--- config.mk ---
export PLATFORM = sky130hd
export DESIGN_NAME = icetap_capture_ctrl
export DESIGN_NICKNAME = d
export VERILOG_FILES = /design/src/rtl/icetap_capture_ctrl.sv
export SDC_FILE = /design/constraint.sdc
export NUM_CORES = 1
export LEC_CHECK = 0
export BUFFER_PORTS_ARGS = -buffer_cell sky130_fd_sc_hd__buf_2
export CAP_MARGIN = 25
export CORE_MARGIN = 5
export CORE_UTILIZATION = 39
export CTS_BUF_LIST = sky130_fd_sc_hd__clkbuf_8
export CTS_CLUSTER_DIAMETER = 40
export DETAILED_ROUTE_END_ITERATION = 12
export GPL_TIMING_DRIVEN = 0
export PLACE_DENSITY = 0.69
export SLEW_MARGIN = 20
export SYNTH_ARGS = -nofsm -noshare
export SYNTH_HDL_FRONTEND = slang
export SYNTH_SLANG_ARGS = --single-unit
--- constraint.sdc ---
create_clock -name clk -period 3.1 [get_ports clk]
set_clock_uncertainty 0.1 [all_clocks]
set_input_delay 0.155 -clock clk [delete_from_list [all_inputs] [get_ports clk]]
set_output_delay 0.155 -clock clk [all_outputs]
set_load 0.1 [all_outputs]
--- src/rtl/icetap_capture_ctrl.sv ---
// Capture sequencer for the icetap recording RAM: pre-trigger fill, trigger wait, post-trigger record.
// Optional trigger-occurrence counting is enabled by defining ICETAP_CTRL_TRIG_COUNT_EN.
module icetap_capture_ctrl #(
   parameter  int RECORD_DEPTH = 512,
   localparam int ADDR_BITS    = $clog2(RECORD_DEPTH)
) (
   input  logic                 clk,
   input  logic                 reset_,
   input  logic                 cmd_start,
   input  logic                 cmd_abort,
   input  logic [ADDR_BITS-1:0] pretrig_depth,
   input  logic                 store,
   input  logic                 trigger,
`ifdef ICETAP_CTRL_TRIG_COUNT_EN
   input  logic [7:0]           trig_count,
`endif
   output logic                 ram_wr_en,
   output logic [ADDR_BITS-1:0] ram_wr_addr,
   output logic                 status_idle,
   output logic [1:0]           status_state,
   output logic                 status_aborted,
   output logic [ADDR_BITS-1:0] status_start_addr,
   output logic [ADDR_BITS-1:0] status_trigger_addr,
   output logic [ADDR_BITS-1:0] status_stop_addr
);

   typedef enum logic [1:0] {
      S_IDLE = 2'd0,
      S_PRE  = 2'd1,
      S_WAIT = 2'd2,
      S_POST = 2'd3
   } state_t;

   localparam logic [ADDR_BITS-1:0] A_ZERO = ADDR_BITS'(0);
   localparam logic [ADDR_BITS-1:0] A_ONE  = ADDR_BITS'(1);
   localparam logic [ADDR_BITS:0]   C_ONE  = (ADDR_BITS+1)'(1);
   localparam logic [ADDR_BITS:0]   C_DEPTH = (ADDR_BITS+1)'(RECORD_DEPTH);

   state_t               r_state;
   logic [ADDR_BITS-1:0] r_p;
   logic [ADDR_BITS-1:0] r_wr_ptr;
   logic [ADDR_BITS-1:0] r_pre_cnt;
   logic [ADDR_BITS:0]   r_post_cnt;
   logic                 r_wrote;
   logic                 r_wr_en;
   logic [ADDR_BITS-1:0] r_wr_addr;
   logic                 r_aborted;
   logic [ADDR_BITS-1:0] r_start_addr;
   logic [ADDR_BITS-1:0] r_trig_addr;
   logic [ADDR_BITS-1:0] r_stop_addr;

   logic                 w_write;
   logic                 w_trig_accept;
   logic [ADDR_BITS-1:0] w_pre_next;
   logic [ADDR_BITS:0]   w_post_next;
   logic [ADDR_BITS:0]   w_post_target;

   // The port width already bounds pretrig_depth to RECORD_DEPTH-1, so the clamp is implicit.
   assign w_pre_next    = r_pre_cnt + A_ONE;
   assign w_post_next   = r_post_cnt + C_ONE;
   assign w_post_target = C_DEPTH - {1'b0, r_p};

`ifdef ICETAP_CTRL_TRIG_COUNT_EN
   logic [7:0] r_trig_n;
   logic [7:0] r_trig_cnt;
   assign w_trig_accept = trigger && ((r_trig_cnt + 8'd1) == r_trig_n);
`else
   assign w_trig_accept = trigger;
`endif

   // Decide whether the current sample is written; abort drops it.
   always_comb begin
      w_write = 1'b0;
      case (r_state)
         S_PRE:   w_write = store;
         S_WAIT:  w_write = store | w_trig_accept;
         S_POST:  w_write = store;
         default: w_write = 1'b0;
      endcase
      w_write = w_write & ~cmd_abort;
   end

   // Capture FSM, write pointer and status registers.
   always_ff @(posedge clk) begin
      if (!reset_) begin
         r_state      <= S_IDLE;
         r_p          <= A_ZERO;
         r_wr_ptr     <= A_ZERO;
         r_pre_cnt    <= A_ZERO;
         r_post_cnt   <= '0;
         r_wrote      <= 1'b0;
         r_wr_en      <= 1'b0;
         r_wr_addr    <= A_ZERO;
         r_aborted    <= 1'b0;
         r_start_addr <= A_ZERO;
         r_trig_addr  <= A_ZERO;
         r_stop_addr  <= A_ZERO;
`ifdef ICETAP_CTRL_TRIG_COUNT_EN
         r_trig_n     <= 8'd0;
         r_trig_cnt   <= 8'd0;
`endif
      end else begin
         r_wr_en <= w_write;
         if (w_write) begin
            r_wr_addr <= r_wr_ptr;
            r_wr_ptr  <= r_wr_ptr + A_ONE;
            r_wrote   <= 1'b1;
         end
         if (r_state == S_IDLE) begin
            if (cmd_start && !cmd_abort) begin
               r_p        <= pretrig_depth;
               r_wr_ptr   <= A_ZERO;
               r_pre_cnt  <= A_ZERO;
               r_post_cnt <= '0;
               r_wrote    <= 1'b0;
               r_aborted  <= 1'b0;
               r_state    <= (pretrig_depth == A_ZERO) ? S_WAIT : S_PRE;
`ifdef ICETAP_CTRL_TRIG_COUNT_EN
               r_trig_n   <= (trig_count == 8'd0) ? 8'd1 : trig_count;
               r_trig_cnt <= 8'd0;
`endif
            end
         end else if (cmd_abort) begin
            r_state     <= S_IDLE;
            r_aborted   <= 1'b1;
            r_stop_addr <= r_wrote ? (r_wr_ptr - A_ONE) : A_ZERO;
`ifdef ICETAP_CTRL_TRIG_COUNT_EN
            r_trig_cnt  <= 8'd0;
`endif
         end else begin
            case (r_state)
               S_PRE: begin
                  if (store) begin
                     r_pre_cnt <= w_pre_next;
                     if (w_pre_next == r_p) r_state <= S_WAIT;
                  end
               end
               S_WAIT: begin
                  if (w_trig_accept) begin
                     r_trig_addr  <= r_wr_ptr;
                     r_start_addr <= r_wr_ptr - r_p;
                     r_post_cnt   <= C_ONE;
                     // With a full pre-trigger window the trigger sample is the last one.
                     if (w_post_target == C_ONE) begin
                        r_stop_addr <= r_wr_ptr;
                        r_state     <= S_IDLE;
                     end else begin
                        r_state     <= S_POST;
                     end
`ifdef ICETAP_CTRL_TRIG_COUNT_EN
                  end else if (trigger) begin
                     r_trig_cnt <= r_trig_cnt + 8'd1;
`endif
                  end
               end
               S_POST: begin
                  if (store) begin
                     r_post_cnt <= w_post_next;
                     if (w_post_next == w_post_target) begin
                        r_stop_addr <= r_wr_ptr;
                        r_state     <= S_IDLE;
                     end
                  end
               end
               default: r_state <= S_IDLE;
            endcase
         end
      end
   end

   assign ram_wr_en           = r_wr_en;
   assign ram_wr_addr         = r_wr_addr;
   assign status_idle         = (r_state == S_IDLE);
   assign status_state        = r_state;
   assign status_aborted      = r_aborted;
   assign status_start_addr   = r_start_addr;
   assign status_trigger_addr = r_trig_addr;
   assign status_stop_addr    = r_stop_addr;

endmodule

=== Yosys cells after proc, flatten, opt, wreduce, memory -nomap -nowiden ===
Cells that the tools add are included.

* Input port bits: 15
* Register bits after elaboration: 78
* Bits in read-only memories: 0
* Memory bits (writable): 0
* Output and inout bits: 41
* Bits in latches: 0
* Memories kept: 0

* Bitwise operators: 4
* Equal/unequal tests: 19
* $lt $le $gt $ge: 0
* Divide/modulo/power cells: 0
* Shift-type cells: 0
* Multiply operators: 0
* Muxes and demuxes: 39
* Reduce and logical (&&, ||, !) cells: 17
* Add/subtract/negate cells: 6

{| class="wikitable"
|+ Operators by type and width
! kind !! count
|-
| $mux 9 || 14
|-
| $mux 10 || 5
|-
| $mux 2 || 10
|-
| $ne 4x4->1 const B || 5
|-
| $pmux 10 s2 || 1
|-
| $add 9x1->9 const B || 2
|-
| $ne 3x3->1 const B || 6
|-
| $pmux 9 s2 || 1
|-
| $reduce_and 6->1 || 2
|-
| $add 10x1->10 const B || 1
|-
| $eq 10x1->1 const B || 1
|-
| $eq 10x10->1 || 1
|-
| $sub 10x9->10 const A || 1
|-
| $eq 9x9->1 || 1
|-
| $logic_not 9->1 || 1
|-
| $sub 9x1->9 const B || 1
|-
| $sub 9x9->9 || 1
|-
| $reduce_and 4->1 || 2
|-
| $mux 1 || 6
|-
| $pmux 2 s3 || 1
|-
| $reduce_bool 2->1 || 3
|-
| $reduce_bool 3->1 || 2
|-
| $reduce_and 5->1 || 1
|-
| $eq 2x2->1 const B || 2
|-
| 11 further kinds || 14
|}

=== Logic depth before layout (Yosys ltp) ===
* Word-level depth: 7
* Mapped depth: 13
* Mapped depth without buffers: 11

=== Worst setup path before layout ===
OpenSTA, ideal clock, no wires.

* Path kind: reg2reg
* Start: reg r_state[0], in the netlist status_state[0]
* End: reg r_wr_ptr[2]
* Setup time: 0.128 ns
* Period minus slack after synthesis: 3.648 ns
* Stages on the path, launching flop included: 10
* Arrival time: 3.420 ns
* Path buffers: 2
* Slack: -0.548 ns
* Data required time: 2.872 ns
* Cells stage by stage: dfxtp_1 -> inv_1 -> ha_1 -> nor2_1 -> a21boi_0 -> buf_1 -> buf_1 -> nand2_1 -> xor2_1 -> nor2_1

{| class="wikitable"
|+ RTL lines
! what !! line !! RTL
|-
| from (decl) || 39 || <nowiki>state_t r_state;</nowiki>
|-
| from (signal assigned) || 117 || <nowiki>r_state <= (pretrig_depth == A_ZERO) ? S_WAIT : S_PRE;</nowiki>
|-
| $logic_not 2->1 || n/a ||
|-
| named net status_idle || 19 || <nowiki>output logic status_idle,</nowiki>
|-
| $mux 9 || 109 || <nowiki>if (r_state == S_IDLE) begin</nowiki>
|-
| to (signal assigned) || 106 || <nowiki>r_wr_ptr <= r_wr_ptr + A_ONE;</nowiki>
|-
| to (decl) || 41 || <nowiki>logic [ADDR_BITS-1:0] r_wr_ptr;</nowiki>
|}

The timed path passes the listed nets, and every way through them passes these cells.
A chain may end at the register's enable or synchronous reset.

=== Worst setup path after layout ===
* Start: reg r_p[0]
* End: reg r_stop_addr[2], in the netlist status_stop_addr[2]

* Longest elaborated chain between the ends: 4

{| class="wikitable"
|+ Ends and longest elaborated chain
! what !! line !! RTL
|-
| from (decl) || 40 || <nowiki>logic [ADDR_BITS-1:0] r_p;</nowiki>
|-
| from (signal assigned) || 111 || <nowiki>r_p <= pretrig_depth;</nowiki>
|-
| $sub 10x9->10 (*) || 61 || <nowiki>assign w_post_target = C_DEPTH - {1'b0, r_p};</nowiki>
|-
| $eq 10x10->1 / $eq 10x1->1 (equally long branches) || 159, 144 ||
|-
| $ne 3x3->1 (no line) || n/a ||
|-
| $reduce_and 6->1 (no line) (*) || n/a ||
|-
| to (signal assigned) || 126 || <nowiki>r_stop_addr <= r_wrote ? (r_wr_ptr - A_ONE) : A_ZERO;</nowiki>
|-
| to (signal assigned) || 145 || <nowiki>r_stop_addr <= r_wr_ptr;</nowiki>
|-
| to (signal assigned) || 160 || <nowiki>r_stop_addr <= r_wr_ptr;</nowiki>
|-
| to (decl) || 50 || <nowiki>logic [ADDR_BITS-1:0] r_stop_addr;</nowiki>
|}

Every way passes the cells marked *; elsewhere a longest branch is shown, timed or not.

==> impl_metrics.xml <==
<?xml version="1.0" encoding="UTF-8"?>
<metrics>
  <group name="status">
    <metric name="run_status" unit="">completed</metric>
  </group>
  <group name="detailed_routing">
    <metric name="routed_wl" unit="um">13600</metric>
    <metric name="avgViaCountPerCell" unit="">5.39</metric>
    <metric name="drt-initial-drc-count" unit="">273</metric>
    <metric name="dr_total_vias" unit="">4521</metric>
    <metric name="routed_len_inst" unit="um">16.2</metric>
    <metric name="drc" unit="">0</metric>
    <metric name="number_of_iterations_in_the_first_detailed_routing_pass" unit="">4</metric>
    <metric name="ant_nets" unit="">0</metric>
  </group>
  <group name="floorplanning">
    <metric name="die_x" unit="um">121</metric>
    <metric name="start_util" unit="">0.399</metric>
    <metric name="floorplan.io_pins" unit="">56</metric>
    <metric name="num_rows" unit="">40</metric>
    <metric name="die_area" unit="sq um">14600</metric>
    <metric name="die_h" unit="um">121</metric>
    <metric name="fp.coreArea" unit="sq um">12000</metric>
  </group>
  <group name="clock_tree">
    <metric name="tritoncts_num_sinks" unit="">78</metric>
    <metric name="clk_path_buf_depth" unit="">2</metric>
    <metric name="cts_tree" unit="">built</metric>
    <metric name="clkLatencyLatePin" unit="ps">370</metric>
    <metric name="cts_htree_levels" unit="">3</metric>
    <metric name="clkSlewWorstSetupHoldPaths" unit="ps">90</metric>
    <metric name="cts_root_buffer" unit="">sky130_fd_sc_hd__clkbuf_8</metric>
    <metric name="cts_inserted_buffers" unit="">9</metric>
  </group>
  <group name="critical_path">
    <metric name="cp-end-kind" unit="">flip-flop</metric>
    <metric name="criticalPathCategory" unit="">flip-flop to flip-flop</metric>
    <metric name="max_fo_critical_path" unit="">8</metric>
    <metric name="worst_ep_arrival_time" unit="ps">3200</metric>
    <metric name="critical_path.max_stage_delay" unit="ps">550</metric>
    <metric name="worst_ep_required_time" unit="ps">3280</metric>
    <metric name="cpMaxStageDelayCell" unit="">sky130_fd_sc_hd__or4_4</metric>
    <metric name="worstPathCellList" unit="">buf_4, or4_4, nand2b_1, nor4b_2, xor2_1, mux2i_1, o211ai_2, and2_2, o211a_1</metric>
    <metric name="critical_path.startpoint_type" unit="">flip-flop</metric>
  </group>
  <group name="logic_synthesis">
    <metric name="synth_area_leader_cell" unit="">sky130_fd_sc_hd__dfxtp_1</metric>
    <metric name="yosysSeqAreaShare" unit="">0.326</metric>
    <metric name="synth_nets" unit="">635</metric>
    <metric name="synthTopCellsByArea" unit="">sky130_fd_sc_hd__dfxtp_1, sky130_fd_sc_hd__nand2_1, sky130_fd_sc_hd__ha_1</metric>
    <metric name="ys_dominant_reg_cell" unit="">sky130_fd_sc_hd__dfxtp_1</metric>
    <metric name="ys_types" unit="">58</metric>
    <metric name="count_of_mapped_cells_out_of_synthesis" unit="">598</metric>
    <metric name="synthesis.area" unit="sq um">4800</metric>
    <metric name="yosysWarningCount" unit="">0</metric>
    <metric name="synth-edff-count" unit="">0</metric>
    <metric name="ys_async_sr_fraction" unit="">0</metric>
    <metric name="synth_largest_type_area_fraction" unit="">0.326</metric>
    <metric name="post_synthesis_register_bit_count" unit="">78</metric>
    <metric name="syn-mean-instance-area" unit="sq um">8.02</metric>
  </group>
  <group name="grt">
    <metric name="wire_length_of_the_first_global_routing_pass" unit="um">22000</metric>
    <metric name="track_usage" unit="">0.188</metric>
    <metric name="largest_net_degree_at_the_start_of_global_routing" unit="">15</metric>
    <metric name="grt_antenna_before_repair" unit="">0</metric>
    <metric name="grt_overflow_total" unit="">0</metric>
    <metric name="via_count_of_the_first_global_routing_pass" unit="">4453</metric>
  </group>
  <group name="flow_run">
    <metric name="max_cap_violations" unit="">0</metric>
  </group>
  <group name="power_and_ir_drop">
    <metric name="cellLeakagePower" unit="nW">2.35</metric>
    <metric name="power.density" unit="nW/um^2">501</metric>
    <metric name="vdd_ir_drop_max" unit="uV">387</metric>
    <metric name="finalPower" unit="mW">2.88</metric>
  </group>
  <group name="sta">
    <metric name="worst_pin_slew" unit="ps">747</metric>
    <metric name="final.setup.worst_slack" unit="ps">77.1</metric>
    <metric name="maxClockFrequency" unit="GHz">0.331</metric>
    <metric name="hold_ws" unit="ps">140</metric>
    <metric name="share_of_the_cycle_needed_by_the_critical_path_after_routing" unit="">0.975</metric>
    <metric name="final_max_slew_viol_count" unit="">0</metric>
    <metric name="slew_headroom" unit="">0.502</metric>
    <metric name="final_hold_viol_count" unit="">0</metric>
    <metric name="report.final.setup_viol" unit="">0</metric>
    <metric name="period_needed" unit="ps">3020</metric>
    <metric name="rsz0062_at_grt" unit="">true</metric>
  </group>
  <group name="placed_design">
    <metric name="global_placement_routability_congestion" unit="">0.862</metric>
    <metric name="hpwl" unit="um">9870</metric>
    <metric name="placement.io_buffers" unit="">54</metric>
    <metric name="dpl_worst_slack" unit="ps">-458</metric>
    <metric name="place.detailed.instances" unit="">800</metric>
  </group>
  <group name="layout">
    <metric name="n_fill_cell" unit="">1154</metric>
    <metric name="design.final.nets" unit="">723</metric>
    <metric name="area_growth_from_synthesis_to_layout" unit="%">19.8</metric>
    <metric name="layout-drive-gt1-share" unit="">0.166</metric>
    <metric name="antenna-diode-count" unit="">0</metric>
    <metric name="layout.cells.non_filler" unit="">838</metric>
  </group>
  <group name="min_path">
    <metric name="worst_hold_path_class" unit="">primary input to flip-flop</metric>
  </group>
</metrics>
## worst max-delay path: cells and delay by family, from the launching register on
| family | cells | cell delay [ps] |
|---|---|---|
| xor gates and xnor gates | 1 | 200 |
| and+or+nand+nor | 4 | 1340 |
| muxes | 1 | 380 |
| buffers and inverters | 1 | 140 |
| AOI/OAI and AO/OA | 2 | 360 |
| DFF | 1 | 390 |
## state kept, by name (all words and copies together), names as in the netlist
signal and cells:
r_pre_cnt 9, r_wr_ptr 9, status_state 2, r_p 9, status_stop_addr 9, status_start_addr 9
r_post_cnt 10, status_aborted 1, r_wrote 1, ram_wr_addr 9, ram_wr_en 1, status_trigger_addr 9
## synth_stat cells (all sizes together), types with 3 or more instances
library cell  number
and3               7
and4               3
nor3b              3
a21oi             20
mux2i             22
o2111ai            3
a21boi            28
nand2             85
o31ai              7
nor3              10
o21ai             40
xor2              19
ha                21
a22oi              3
nand3             18
o211a              3
clkbuf            31
nor2b             20
nor4b              4
nand4             14
inv               32
or2                3
dfxtp             78
nor4               6
nand3b             5
o21a               3
and2              13
buf                9
nor2              35
or3                6
xnor2             19
nand2b             5
xnor3              3
## per-layer routing
layer  up-vias  GRT usage  share of wire  wire (um)
met5         -          0              0          0
met4         0     0.0602          0.027        365
met1      2095      0.243           0.45       6170
met3        32     0.0643          0.071        965
li1       2233          -              -          -
met2       161      0.295           0.45       6070
## power breakdown
group,total [mW],internal [mW],leakage [nW],switching (mW)
logic,0.947,0.352,1.61,0.595
registers,1.07,1.03,0.632,0.0338
clock network,0.866,0.457,0.109,0.409
## layout make-up
class                           instances  area [sq um]  share of cell area
Inverter                               32           125              0.0218
Tap cell                              147           184              0.0320
Buffer                                 36           139              0.0242
Multi-Input combinational cell        449          3020               0.525
Timing Repair Buffer                   80           489              0.0851
Clock buffer                            9           124              0.0216
Clock inverter                          7          98.8              0.0172
Sequential cell                        78          1570               0.273
## cell families after synthesis
family / synth area share
compound gates: 0.165
xor+xnor: 0.0835
fa+ha+maj: 0.0590
buf+inv: 0.0621
flops: 0.326
mux: 0.0483
simple gates: 0.257
## cell usage in the layout (no fill, tap or decap), drive strengths merged, types with 3 or more instances in the layout
cell / instances
o21ai: 40
nor3: 10
or3: 6
a21boi: 28
nor4: 6
o211a: 3
inv: 34
buf: 77
o31ai: 7
and2: 14
and4: 3
a21oi: 20
or2: 3
nand3: 18
xnor2: 19
a22oi: 3
nand2b: 5
o21a: 3
mux2i: 22
and3: 7
xnor3: 3
ha: 21
nand4: 14
nand2: 85
xor2: 19
nor3b: 3
nor2b: 20
o2111ai: 3
dlygate4sd3: 9
nor4b: 4
nand3b: 5
clkbuf: 39
dfxtp: 78
nor2: 35
## final timing paths
| path | start | endpoint | slack, ps | depth (start not counted) |
|---|---|---|---|---|
| worst max-delay path | r_p[0]$_SDFFE_PN0P_ | status_stop_addr[2]$_SDFFE_PN0P_ | 80 | 9 |
| worst min-delay path | cmd_abort | status_aborted$_SDFFE_PN0P_ | 140 | 3 |
| worst max register to register | r_p[0]$_SDFFE_PN0P_ | status_stop_addr[2]$_SDFFE_PN0P_ | 80 | 9 |
| worst min register to register | status_stop_addr[3]$_SDFFE_PN0P_ | status_stop_addr[3]$_SDFFE_PN0P_ | 360 | 2 |
## through the flow
stage | area (sq um) | TNS [ps] | util
floorplan | 4800 | 0 | -
finish | 5750 | 0 | 0.478
CTS | 5660 | 0 | 0.471
detailed placement | 5260 | -3990 | 0.438
global route | 5750 | -251 | 0.478
global placement | 5260 | -3480 | 0.438
## what timing repair did
item	4_1_cts	5_1_grt
cloned	0	1
setup buffers	4	12
pin swaps	6	7
hold buffers	9	0
endpoints found under the hold margin	9	0
setup endpoints to repair	11	11
gates resized for setup	15	6
Power figures use the tool's default switching activity.
